===== config.mk =====
export PLATFORM = sky130hd
export DESIGN_NAME = pipe_adder
export DESIGN_NICKNAME = d
export VERILOG_FILES = /design/src/rtl/pipe_adder_pkg.sv /design/src/rtl/pipe_adder_seg.sv /design/src/rtl/pipe_adder.sv
export SDC_FILE = /design/constraint.sdc
export NUM_CORES = 1
export LEC_CHECK = 0
export ABC_CLOCK_PERIOD_IN_PS = 4560
export BUFFER_PORTS_ARGS = -buffer_cell sky130_fd_sc_hd__buf_2
export CAP_MARGIN = 5
export CORE_MARGIN = 10
export CORE_UTILIZATION = 50
export CTS_BUF_LIST = sky130_fd_sc_hd__clkbuf_2
export CTS_CLUSTER_DIAMETER = 150
export CTS_CLUSTER_SIZE = 24
export DETAILED_ROUTE_END_ITERATION = 8
export PLACE_DENSITY = 0.69
export SKIP_LAST_GASP = 1
export SYNTH_ARGS = -nofsm -noshare
export SYNTH_HDL_FRONTEND = slang
export SYNTH_SLANG_ARGS = --single-unit
export TNS_END_PERCENT = 10

===== constraint.sdc =====
create_clock -name clk -period 4.56 [get_ports clk]
set_input_delay 0.684 -clock clk [delete_from_list [all_inputs] [get_ports clk]]
set_output_delay 0.684 -clock clk [all_outputs]
set_load 0.03 [all_outputs]

===== src/rtl/pipe_adder_pkg.sv =====
// Shared types and helpers for the segmented pipelined adder.
// Latency: n/a (package only).
// Backpressure: n/a (package only).
package pipe_adder_pkg;

    typedef enum logic {
        OP_ADD = 1'b0,
        OP_SUB = 1'b1
    } op_e;

    // Number of segment stages needed to cover 'width' bits in 'seg'-bit slices.
    function automatic int nseg(input int width, input int seg);
        return (width + seg - 1) / seg;
    endfunction

endpackage


===== src/rtl/pipe_adder_seg.sv =====
// One adder segment: registers a W-bit slice sum and its carry-out.
// Latency: 1 cycle.
// Backpressure: holds its registers whenever en_i is low.
module pipe_adder_seg
    import pipe_adder_pkg::*;
#(
    parameter int W = 4
) (
    input  logic         clk,
    input  logic         rst,
    input  logic         en_i,
    input  logic [W-1:0] a_i,
    input  logic [W-1:0] b_i,
    input  logic         ci_i,
    output logic [W-1:0] s_o,
    output logic         co_o
);

    logic [W:0]   sum_d;
    logic [W-1:0] s_q;
    logic         co_q;

    // Slice sum with one extra bit that becomes the carry into the next segment.
    always_comb begin
        sum_d = {1'b0, a_i} + {1'b0, b_i} + {{W{1'b0}}, ci_i};
    end

    // Capture the slice result only when the whole pipeline advances.
    always_ff @(posedge clk or posedge rst) begin
        if (rst) begin
            s_q  <= '0;
            co_q <= 1'b0;
        end else if (en_i) begin
            {co_q, s_q} <= sum_d;
        end
    end

    assign s_o  = s_q;
    assign co_o = co_q;

endmodule


===== src/rtl/pipe_adder.sv =====
// Pipelined add/subtract, carry rippled across NSEG registered segments.
// Latency: NSEG+1 cycles (input register plus one register per segment).
// Backpressure: every stage stalls together while out_valid && !out_ready.
module pipe_adder
    import pipe_adder_pkg::*;
#(
    parameter int DATA_WIDTH = 16,
    parameter int SEG_WIDTH  = 4
) (
    input  logic                  clk,
    input  logic                  rst,
    input  logic                  in_valid,
    output logic                  in_ready,
    input  logic [DATA_WIDTH-1:0] ain,
    input  logic [DATA_WIDTH-1:0] bin,
    input  logic                  cin,
    input  op_e                   op,
    output logic                  out_valid,
    input  logic                  out_ready,
    output logic [DATA_WIDTH-1:0] sout,
    output logic                  cout,
    output logic                  ovf
);

    localparam int DW   = DATA_WIDTH;
    localparam int NSEG = nseg(DATA_WIDTH, SEG_WIDTH);

    // Pipeline advance enable shared by every stage.
    logic en;

    // Input stage: operands with subtraction already folded into b and carry.
    logic          vin_q;
    logic          c0_q;
    logic [DW-1:0] b_d;
    logic          c_d;

    // Per-segment operand copies (index k feeds segment k); skewed so each
    // segment sees the operand set it belongs to.
    logic [DW-1:0] a_q [NSEG];
    logic [DW-1:0] b_q [NSEG];

    // Per-segment state aligned with segment k's output registers.
    logic [NSEG-1:0] v_q;
    logic [DW-1:0]   fs_q  [NSEG];   // completed lower sum bits carried forward
    logic [1:0]      sgn_q [NSEG];   // {sign of a, sign of effective b}
    logic [DW-1:0]   sum_v [NSEG];   // forwarded bits merged with segment k's slice
    logic            co    [NSEG];

    assign en       = !out_valid || out_ready;
    assign in_ready = en;

    // Subtraction is a + ~b + ~borrow, so invert b and the incoming carry here.
    always_comb begin
        b_d = (op == OP_SUB) ? ~bin : bin;
        c_d = (op == OP_SUB) ? ~cin : cin;
    end

    // Advance all stage registers together; a missing input becomes a bubble.
    always_ff @(posedge clk or posedge rst) begin
        if (rst) begin
            vin_q <= 1'b0;
            c0_q  <= 1'b0;
            v_q   <= '0;
            for (int k = 0; k < NSEG; k++) begin
                a_q[k]   <= '0;
                b_q[k]   <= '0;
                fs_q[k]  <= '0;
                sgn_q[k] <= '0;
            end
        end else if (en) begin
            vin_q    <= in_valid;
            a_q[0]   <= ain;
            b_q[0]   <= b_d;
            c0_q     <= c_d;
            v_q[0]   <= vin_q;
            fs_q[0]  <= '0;
            sgn_q[0] <= {a_q[0][DW-1], b_q[0][DW-1]};
            for (int k = 1; k < NSEG; k++) begin
                a_q[k]   <= a_q[k-1];
                b_q[k]   <= b_q[k-1];
                v_q[k]   <= v_q[k-1];
                fs_q[k]  <= sum_v[k-1];
                sgn_q[k] <= sgn_q[k-1];
            end
        end
    end

    for (genvar k = 0; k < NSEG; k++) begin : g_seg
        localparam int OFF = k * SEG_WIDTH;
        // The top slice absorbs whatever is left when widths do not divide.
        localparam int W = (k == NSEG - 1) ? (DW - OFF) : SEG_WIDTH;
        localparam logic [DW-1:0] MASK = ({DW{1'b1}} >> (DW - W)) << OFF;

        logic [W-1:0] s;
        logic         ci;

        if (k == 0) begin : g_first
            assign ci = c0_q;
        end else begin : g_rest
            assign ci = co[k-1];
        end

        pipe_adder_seg #(
            .W(W)
        ) u_seg (
            .clk  (clk),
            .rst  (rst),
            .en_i (en),
            .a_i  (a_q[k][OFF +: W]),
            .b_i  (b_q[k][OFF +: W]),
            .ci_i (ci),
            .s_o  (s),
            .co_o (co[k])
        );

        assign sum_v[k] = (fs_q[k] & ~MASK) | (DW'(s) << OFF);
    end

    assign out_valid = v_q[NSEG-1];
    assign sout      = sum_v[NSEG-1];
    assign cout      = co[NSEG-1];
    // Overflow when both addends share a sign that the result does not.
    assign ovf       = (sgn_q[NSEG-1][1] == sgn_q[NSEG-1][0]) &&
                       (sum_v[NSEG-1][DW-1] != sgn_q[NSEG-1][1]);

endmodule


# Word level (Yosys, flattened, before mapping)
# Cells that the tools add are included.
[totals]
reg_bits = 186
in_bits = 38
out_inout_bits = 20
[classes]
add_sub_neg = 8
eq_ne = 2
n_mux = 2
bitwise_logic = 5
reduce_logical = 3
[ops]
columns = ["cell", "n"]
rows = [
  ["4-bit by 4-bit adder with 5-bit output", 4],
  ["5-bit by 1-bit adder with 5-bit output", 4],
  ["16-bit two-way mux", 1],
  ["16-bit inverter", 1],
  ["12-bit by 16-bit OR with 16-bit output", 1],
  ["8-bit by 12-bit OR with 12-bit output", 1],
  ["4-bit by 8-bit OR with 8-bit output", 1],
  ["1-bit equality test", 1],
  ["1-bit logical AND", 1],
  ["1-bit zero test", 1],
  ["1-bit logical OR", 1],
  ["1-bit two-way mux", 1],
  ["1-bit inequality test", 1],
  ["1-bit inverter", 1],
]

# Depth between registers and ports, before layout
# Gate-level depths: netlist of the first run.
[logic_depth]
ltp_word = 3
ltp_mapped = 7
mapped_depth_nobuf = 6

# Hierarchy
# A second synthesis of the first run with hierarchy kept.
[hier_totals]
hier_cells = 403
area_unflattened_um2 = 6137.1
[by_module_without_submodules]
columns = ["module", "instances", "cells_per_inst", "area_each_um2"]
rows = [
  ["pipe_adder", 1, 273, 4723.3],
  ["pipe_adder_seg at g_seg[2].u_seg ...", 2, 32, 354.1],
  ["pipe_adder_seg at g_seg[0].u_seg ...", 2, 33, 352.8],
]

# Worst setup path before layout of the first run
# No wires, ideal clock.
[synth_path]
path_kind = "register -> output"
startpoint = "register g_seg[3].u_seg.s_q[3]"
endpoint = "output port ovf"
t_arrival_ns = 1.236
t_required_ns = 3.876
path_slack_ns = 2.640
stages_incl_launch_ff = 2
cell_sequence = "dfrtp_1 -> o21ai_0"
[synth_between]
elab_chain_len = 3
[synth_lines]
columns = ["element", "line", "text"]
rows = [
  ["from (decl)", "pipe_adder_seg.sv:20", "logic [W-1:0] s_q;"],
  ["from (signal assigned)", "pipe_adder_seg.sv:34", "{co_q, s_q} <= sum_d;"],
  ["12-bit by 16-bit OR with 16-bit output", "pipe_adder.sv:116", "assign sum_v[k] = (fs_q[k] & ~MASK) | (DW'(s) << OFF);"],
  ["1-bit inequality test", "pipe_adder.sv:124", "(sum_v[NSEG-1][DW-1] != sgn_q[NSEG-1][1]);"],
  ["1-bit logical AND", "pipe_adder.sv:123", "assign ovf = (sgn_q[NSEG-1][1] == sgn_q[NSEG-1][0]) &&"],
  ["to (decl)", "pipe_adder.sv:22", "output logic ovf"],
]
# Every way passes these cells.

# Worst setup path in the final report of the first run
[layout_path]
startpoint = "register v_q[3]"
endpoint = "output port in_ready"
[layout_between]
elab_chain_len = 2
[layout_lines]
columns = ["element", "line", "text"]
rows = [
  ["from (decl)", "pipe_adder.sv:43", "logic [NSEG-1:0] v_q;"],
  ["from (signal, indexed assignment)", "pipe_adder.sv:81", "v_q[k] <= v_q[k-1];"],
  ["1-bit zero test", "pipe_adder.sv:49", "assign en = !out_valid || out_ready;"],
  ["1-bit logical OR", "pipe_adder.sv:49", ""],
  ["to (decl)", "pipe_adder.sv:13", "output logic in_ready,"],
]
# Every way passes these cells.

==> summary.md, run 1 <==
| Metric | Value |
|---|---|
| Maximum clock rate | `about 430 MHz` |
| Total grt overflow | `0` |
| Post-Syn Area per Cell | `approximately 9.3 um2` |
| Post-DP HPWL | `6.62 mm` |
| P&R area growth vs syn | `6.09%` |
| WP data arrival | `approximately 1.7 ns` |
| Reg2reg setup slack | `2.39 ns` |
| Clk slew on worst S/H paths | `0.18 ns` |
| Max VDD drop | `~320 uV` |
| Number of unique standard cell types used by synthesis | `28` |
| Skew final | `0.0208 ns` |
| DRC viols | `0` |
| Fin nets | `712` |
| CTS sink cnt | `132` |
| Vias/cell | `4.81` |
| Port bufs | `57` |
| Synth Warn # | `0` |
| Maximum fanout along the worst path | `26` |
| DRT Wirelength | `10.0 mm` |
| CTS tree | `yes` |
| #FFs+latches synth | `132` |
| Clk_lat worst skew | `0.65 ns` |
| Core area | `approximately 0.011 mm2` |
| Seq/Total Area, Yosys | `0.574` |
| First-pass detailed-route iteration total | `5` |
| Largest net degree at the start of global routing | `between 100 and 150` |
| Pwr dens | `roughly 670 mW/mm2` |
| Post-cts gate resize count | `0` |
| Antenna viol nets, final | `0` |
| DRT iter0 DRCs | `226` |
| Worst-Margin Slew | `1.02 ns` |
| Total CTS buffers | `17` |
| Hold Fails Final Rpt | `0` |
| Cell accounting for the most synthesized area | `dfrtp_1` |
| Crit-path cells | `nor2b_4, inv_4, buf_2` |
| Ant. Diodes | `0` |
| Crit-path slowest cell | `dfrtp_1` |
| Area occupied by multi-input gates | `0.00207 mm2` |
| Largest cells by area after synthesis | `dfrtp_1 57%, nand2_1 19%, buf_4 3.0%, fa_1 2.8%, o21ai_0 2.8%` |
| GP Congestion | `0.792` |
| Die height | `127 um` |
| Leak pwr | `3.22 nW` |
| Max-cap viol count | `0` |
| Hold-fix buffers, CTS | `0` |
| First-pass GRT wire length | `around 18 mm` |
| Async set-reset flop share out of synthesis | `1.00` |
| Post-synth top flop | `dfrtp_1` |
| Critical path class | `reg -> out` |
| Critical path buffers and inverters | `2` |
| Initial antenna violation count | `0` |
| Drt wl/cell | `12.4 um` |
| Max-slew headroom | `0.321` |
| Mapped Nets | `approximately 680` |
| Layout cells sized above 1 | `0.146` |
| Final Cycle Share | `0.513` |
| Via count | `3886` |
| Max clock buf depth | `2` |
| CP Capture Type | `output pin` |
| Synth cell count leaders | `292 x nand2_1, 132 x dfrtp_1, 32 x o21ai_0` |
| I/O Pins | `58` |
| Vias in the first global route | `3981` |
| Slew Limit Fails | `0` |
| RSZ-0062 raised after global routing | `no` |
| Placed instance count | `778` |
| Layout fillers | `~1.1k` |
| Hold Crit Class | `in -> async` |
| Tot GR Track Use | `0.132` |
| Initial cell density of the core | `0.506` |
| Die area | `between 0.015 and 0.02 mm2` |
| CP delay by family, top | `buffers and inverters` |
| Sequential Area | `0.00330 mm2` |
| CP Data Required Time | `3.88 ns` |
| Crit-path max cell delay | `0.41 ns` |
| Cells after Synth | `617` |
| Top-area cell type share of the netlist area | `0.574` |
| Post-synth EDFFs | `0` |
| Final TNS setup | `0 ns` |
| Cell Count, Final, Fillers Out | `~810` |
| CTS root buf | `clkbuf_2` |
| Status | `finished, final reports clean` |
| Die width | `about 130 um` |
| Final Setup Violations | `0` |
| Cell with the most instances after synthesis | `nand2_1` |
| Minimum clock period | `around 2.3 ns` |
| H-tree depth | `4` |
| Critical path launch point type | `register` |
| Cell Area, Synth | `0.00576 mm2` |
| Setup Fix Bufs, Post-CTS | `0` |
| Rows | `39` |
==> report_power, final <==
group	internal (W)	switching (W)	total (W)
sequential	0.00169	0.000270	0.00196
clock	0.000137	0.000386	0.000524
combinational	0.000592	0.000993	0.00158
==> cell type report <==
cell class	instances	area share
inverter	23	0.0154
clock buffer	22	0.0180
tap	143	0.0293
sequential	132	0.541
timing repair buffer	61	0.0516
multi-input combinational	419	0.338
clock inverter	8	0.00635
==> flip-flops by register name, indices dropped and copies added, names as in the netlist <==
signal / count
b_q: 37
g_seg.u_seg.s_o: 16
v_q: 4
fs_q: 24
c0_q: 1
g_seg.u_seg.co_o: 4
vin_q: 1
a_q: 40
sgn_q: 5
==> per-stage QoR <==
step | cell area, um2 | total power (W) | setup slack, ns | util | hold slack, ns
finish | 6110 | 0.00406 | 2.22 | 0.537 | 0.180
global route | 6110 | 0.00447 | 2.08 | 0.537 | 0.157
CTS | 6110 | 0.00412 | 2.15 | 0.537 | 0.167
detailed placement | 5960 | 0.00360 | 2.03 | 0.524 | 0.452
global placement | 5960 | 0.00352 | 2.07 | 0.524 | 0.444
floorplan | 5760 | 0.00332 | 0.350 | - | 0.430
==> metal layers <==
layer | wire [um] | vias up | track usage
li1 | - | 1978 | -
met1 | 4930 | 1824 | 0.169
met2 | 4440 | 76 | 0.203
met3 | 560 | 8 | 0.0451
met4 | 87 | 0 | 0.0502
met5 | 0 | - | 0
==> cells in the final DEF (no fill, tap or decap), types with 3 or more instances in the layout <==
cell type  Yosys  final
nor2_1        15     15
fa_1           8      8
ha_1          12     12
o21ai_0       32     32
a21oi_1        6      6
inv_1         22     21
dfrtp_1      132    132
xor2_1         4      4
nand2_1      292    292
buf_4         23      4
clkinv_1       0      3
xnor2_1       16     16
o21ai_1        9      9
buf_2         12     57
a21oi_2        6      6
clkbuf_2       0     22
clkinv_2       0      4
nor2b_1        4      4
==> worst paths after layout <==
path,start,end,cells past startpoint
min in group clk,ain[2],a_q[50]$_DFFE_PP0P_,3
min reg2reg,b_q[62]$_DFFE_PP0P_,b_q[46]$_DFFE_PP0P_,2
max reg2reg,v_q[3]$_DFFE_PP0P_,g_seg[1].u_seg.s_o[3]$_DFFE_PP0P_,5
min,rst,g_seg[3].u_seg.s_o[1]$_DFFE_PP0P_,2
max in group asynchronous,rst,b_q[50]$_DFFE_PP0P_,3
max,v_q[3]$_DFFE_PP0P_,in_ready,3
==> kinds of logic (layout without fill, tap and decap cells) <==
kind of cell             after synthesis  after routing  share of synthesized area
flip-flops                           132            132                      0.574
XOR/XNOR                              20             20                     0.0304
adder cells (fa/ha/maj)               20             20                     0.0539
buffers and inverters                 66            114                     0.0672
AO/OA/AOI/OAI                         61             61                     0.0606
multiplexers                           1              1                    0.00174
AND/OR/NAND/NOR                      317            317                      0.212
==> worst register-to-register path, stage by stage, from the launching register on <==
cell and delay, ns:
dfrtp_1 0.38, nor2b_4 0.18, buf_4 0.57, buf_4 0.66, nand2_1 0.19, o31ai_1 0.10
(Power assumes the default switching activity.)
==> run 2, diff against run 1 <==
--- a/config.mk
+++ b/config.mk
@@ -5,7 +5,8 @@
 export SDC_FILE = /design/constraint.sdc
 export NUM_CORES = 1
 export LEC_CHECK = 0
-export ABC_CLOCK_PERIOD_IN_PS = 4560
+export ABC_AREA = 1
+export ABC_CLOCK_PERIOD_IN_PS = 2400
 export BUFFER_PORTS_ARGS = -buffer_cell sky130_fd_sc_hd__buf_2
 export CAP_MARGIN = 5
 export CORE_MARGIN = 10
==> constraint.sdc (replaced) <==
create_clock -name clk -period 2.4 [get_ports clk]
set_input_delay 0.36 -clock clk [delete_from_list [all_inputs] [get_ports clk]]
set_output_delay 0.36 -clock clk [all_outputs]
set_load 0.03 [all_outputs]
==> run 2 against run 1 <==
Clock power rose to 3.0 times the previous value. Routed wire length up 5.4%. Sequential cell count unchanged. Critical path type unchanged. Critical endpoint is now ovf. Worst hold slack better by 0.054 ns. Highest routed layer unchanged. Via count up 4.9%.
==> summary.md, run 2 <==
| Metric | Value |
|---|---|
| Status | `finished, final reports clean (unchanged)` |
| Die height | `127 um (about the same)` |
| Skew final | `0.0171 ns (was 0.0208 ns)` |
| Maximum clock rate | `527 MHz` |
| Vias in the first global route | `4240 (was 3981)` |
| Max-cap viol count | `0 (unchanged)` |
| Critical path class | `reg -> out (unchanged)` |
| Minimum clock period | `1.90 ns` |
| Post-synth top flop | `dfrtp_1 (unchanged)` |
| Setup Fix Bufs, Post-CTS | `0 (unchanged)` |
| P_int | `0.00507 W (was 0.00242 W)` |
| Cell Area, Synth | `0.00573 mm2 (was 0.00576 mm2)` |
| Reg power frac | `0.441 (was 0.481)` |
| CTS root buf | `clkbuf_2 (unchanged)` |
| Die area | `0.0161 mm2 (was 0.0162 mm2)` |
| Mapped Nets | `684 (was 675)` |
| CTS sink cnt | `132 (unchanged)` |
| Post-Syn Area per Cell | `9.16 um2 (was 9.33 um2)` |
| DRT Wirelength | `10.6 mm (was 10.0 mm)` |
| Top-area cell type share of the netlist area | `0.576 (was 0.574)` |
| P&R area growth vs syn | `16.6% (was 6.09%)` |
| First-pass GRT wire length | `19.1 mm (was 17.9 mm)` |
| H-tree depth | `4 (unchanged)` |
| Pwr dens | `1250 mW/mm2 (was 666 mW/mm2)` |
| Vias/cell | `4.75 (was 4.81)` |
| DRC viols | `0 (unchanged)` |
| Post-cts gate resize count | `0 (unchanged)` |
| Met1 GRT Util | `0.178 (was 0.169)` |
| Drt wl/cell | `12.3 um (was 12.4 um)` |
| Rows | `39 (unchanged)` |
| Final TNS setup | `0 ns (unchanged)` |
| Initial cell density of the core | `0.506 (about the same)` |
| Initial antenna violation count | `1 (was 0)` |
| Cell accounting for the most synthesized area | `dfrtp_1 (unchanged)` |
| WP data arrival | `1.54 ns (was 1.66 ns)` |
| Worst-Margin Slew | `0.785 ns (was 1.02 ns)` |
| Fin nets | `760 (was 712)` |
| Maximum fanout along the worst path | `4 (was 26)` |
| Critical path launch point type | `register (unchanged)` |
| Final Cycle Share | `0.791` |
| Post-synth EDFFs | `0 (unchanged)` |
| Slew Limit Fails | `0 (unchanged)` |
| Most Crowded Layer GR | `met2 (unchanged)` |
| Max clock buf depth | `2 (unchanged)` |
| CP Data Required Time | `2.04 ns (was 3.88 ns)` |
| Clock power frac | `0.188 (was 0.129)` |
| Clk slew on worst S/H paths | `0.18 ns (about the same)` |
| Cells after Synth | `626 (was 617)` |
| Antenna viol nets, final | `0 (unchanged)` |
| I/O Pins | `58 (unchanged)` |
| CTS tree | `yes (unchanged)` |
| Highest-count cells in the layout ignoring fill and taps | `254 x nand2_1, 132 x dfrtp_1, 74 x o21ai_0, 57 x buf_2, 48 x inv_1 (was 292 x nand2_1, 132 x dfrtp_1, 57 x buf_2, 32 x o21ai_0, 22 x clkbuf_2)` |
| Final Setup Violations | `0 (unchanged)` |
| Post-DP HPWL | `7.00 mm (was 6.62 mm)` |
| Via count | `4076 (was 3886)` |
| Largest net degree at the start of global routing | `105 (was 106)` |
| Largest registers | `a_q: 40 flops, b_q: 37 flops, fs_q: 24 flops (unchanged)` |
| Total grt overflow | `0 (unchanged)` |
| Port bufs | `57 (unchanged)` |
| Number of unique standard cell types used by synthesis | `20 (was 28)` |
| #FFs+latches synth | `132 (unchanged)` |
| Leak pwr | `3.42 nW (was 3.22 nW)` |
| Max FFs per register | `40 (unchanged)` |
| GR Util met2 | `0.223 (was 0.203)` |
| Seq/Total Area, Yosys | `0.576 (was 0.574)` |
| Core area | `0.0113 mm2 (was 0.0114 mm2)` |
| Max VDD drop | `878 uV (was 325 uV)` |
| Layout cells sized above 1 | `0.140 (was 0.146)` |
| Async set-reset flop share out of synthesis | `1.00 (unchanged)` |
| Register name with the most flops | `a_q (unchanged)` |
| Largest cells by area after synthesis | `dfrtp_1 58%, nand2_1 17%, o21ai_0 6.5%, inv_1 3.2%, fa_1 2.8% (was dfrtp_1 57%, nand2_1 19%, buf_4 3.0%, fa_1 2.8%, o21ai_0 2.8%)` |
| Max-slew headroom | `0.476 (was 0.321)` |
| Comb power frac | `0.371 (was 0.390)` |
| Cell with the most instances after synthesis | `nand2_1 (unchanged)` |
| Switch share | `0.391 (was 0.406)` |
| Met3 usage | `0.0397 (was 0.0451)` |
| GP Congestion | `0.780 (was 0.792)` |
| Total CTS buffers | `17 (unchanged)` |
| Hold Fails Final Rpt | `0 (unchanged)` |
| DRT iter0 DRCs | `309 (was 226)` |
| CP Capture Type | `output pin (unchanged)` |
| Die width | `127 um (about the same)` |
| Hold Crit Class | `in -> reg (was in -> async)` |
| Tot GR Track Use | `0.140 (was 0.132)` |
| Synth Warn # | `0 (unchanged)` |
| Leading cell type in the layout, fill and taps excluded | `nand2_1 (unchanged)` |
| Synth cell count leaders | `254 x nand2_1, 132 x dfrtp_1, 74 x o21ai_0 (was 292 x nand2_1, 132 x dfrtp_1, 32 x o21ai_0)` |
| RSZ-0062 raised after global routing | `no (unchanged)` |
| Switch Pwr | `0.00326 W (was 0.00165 W)` |
| Final Util | `0.590 (was 0.537)` |
| Clk_lat worst skew | `0.64 ns (was 0.65 ns)` |
| First-pass detailed-route iteration total | `5 (unchanged)` |
[run 2: worst paths after layout]
kind / startpoint / to / slack, ns / cells after the start
max: g_seg[3].u_seg.s_o[3]$_DFFE_PP0P_ / ovf / 0.50 / 3
min: out_ready / g_seg[3].u_seg.s_o[3]$_DFFE_PP0P_ / 0.23 / 5
max reg2reg: a_q[12]$_DFFE_PP0P_ / g_seg[3].u_seg.s_o[2]$_DFFE_PP0P_ / 0.59 / 5
min reg2reg: v_q[2]$_DFFE_PP0P_ / v_q[3]$_DFFE_PP0P_ / 0.48 / 2
max in group asynchronous: rst / g_seg[1].u_seg.co_o$_DFFE_PP0P_ / 1.37 / 4
min in group asynchronous: rst / g_seg[2].u_seg.co_o$_DFFE_PP0P_ / 0.38 / 3
[run 2: stage by stage]
stage / power (W) / instance area [um2] / hold slack (ns) / instances / worst slack [ns]
finish: 0.00833 / 6680 / 0.234 / 859 / 0.502
global route: 0.00914 / 6680 / 0.155 / 859 / 0.311
CTS: 0.00845 / 6680 / 0.158 / 858 / 0.412
detailed placement: 0.00681 / 6030 / 0.445 / 791 / 0.636
global placement: 0.00659 / 6030 / 0.432 / 791 / 0.655
floorplan: 0.00613 / 5740 / 0.420 / 626 / 0.403
[run 2: final cells by class]
cell class                      count  area, um2
Clock buffer                       17       85.1
Sequential cell                   132       3300
Antenna cell                        1       2.50
Inverter                           50        193
Fill cell                        1025       4640
Clock inverter                     15        211
Tap cell                          143        179
Multi-Input combinational cell    402       1970
Timing Repair Buffer               99        738
[run 2: logic make-up (layout without fill, tap and decap cells)]
group,Yosys count,after routing,synth area share
AOI/OAI and AO/OA,85,85,0.0758
xor gates and xnor gates,17,17,0.0260
adders and majority gates,20,20,0.0541
buffers and inverters,92,181,0.0797
DFF,132,132,0.576
other,0,1,0
and+or+nand+nor,280,280,0.188
[run 2: power by group through the flow]
stage	combinational (W)	clock (W)	sequential, W
after floorplan	0.00241	0	0.00372
after global placement	0.00289	0	0.00370
after detailed placement	0.00307	0	0.00374
after CTS	0.00314	0.00162	0.00368
after global routing	0.00362	0.00171	0.00381
final	0.00309	0.00157	0.00367
[run 2: layer usage]
layer | part of all wire | wire length, um
met4 | 0.0090 | 95
met1 | 0.47 | 4950
met5 | 0 | 0
met2 | 0.48 | 5040
met3 | 0.045 | 470
[run 2: timing repair]
action,4_1_cts,5_1_grt
endpoints found under the hold margin,63,0
endpoints found under the setup margin,0,0
hold buffers,35,0
[run 2: worst max-delay path: stages, from the launching register on]
cell     delay [ns]
dfrtp_1        0.45
o21a_1         0.19
nor2_1         0.07
buf_2          0.20
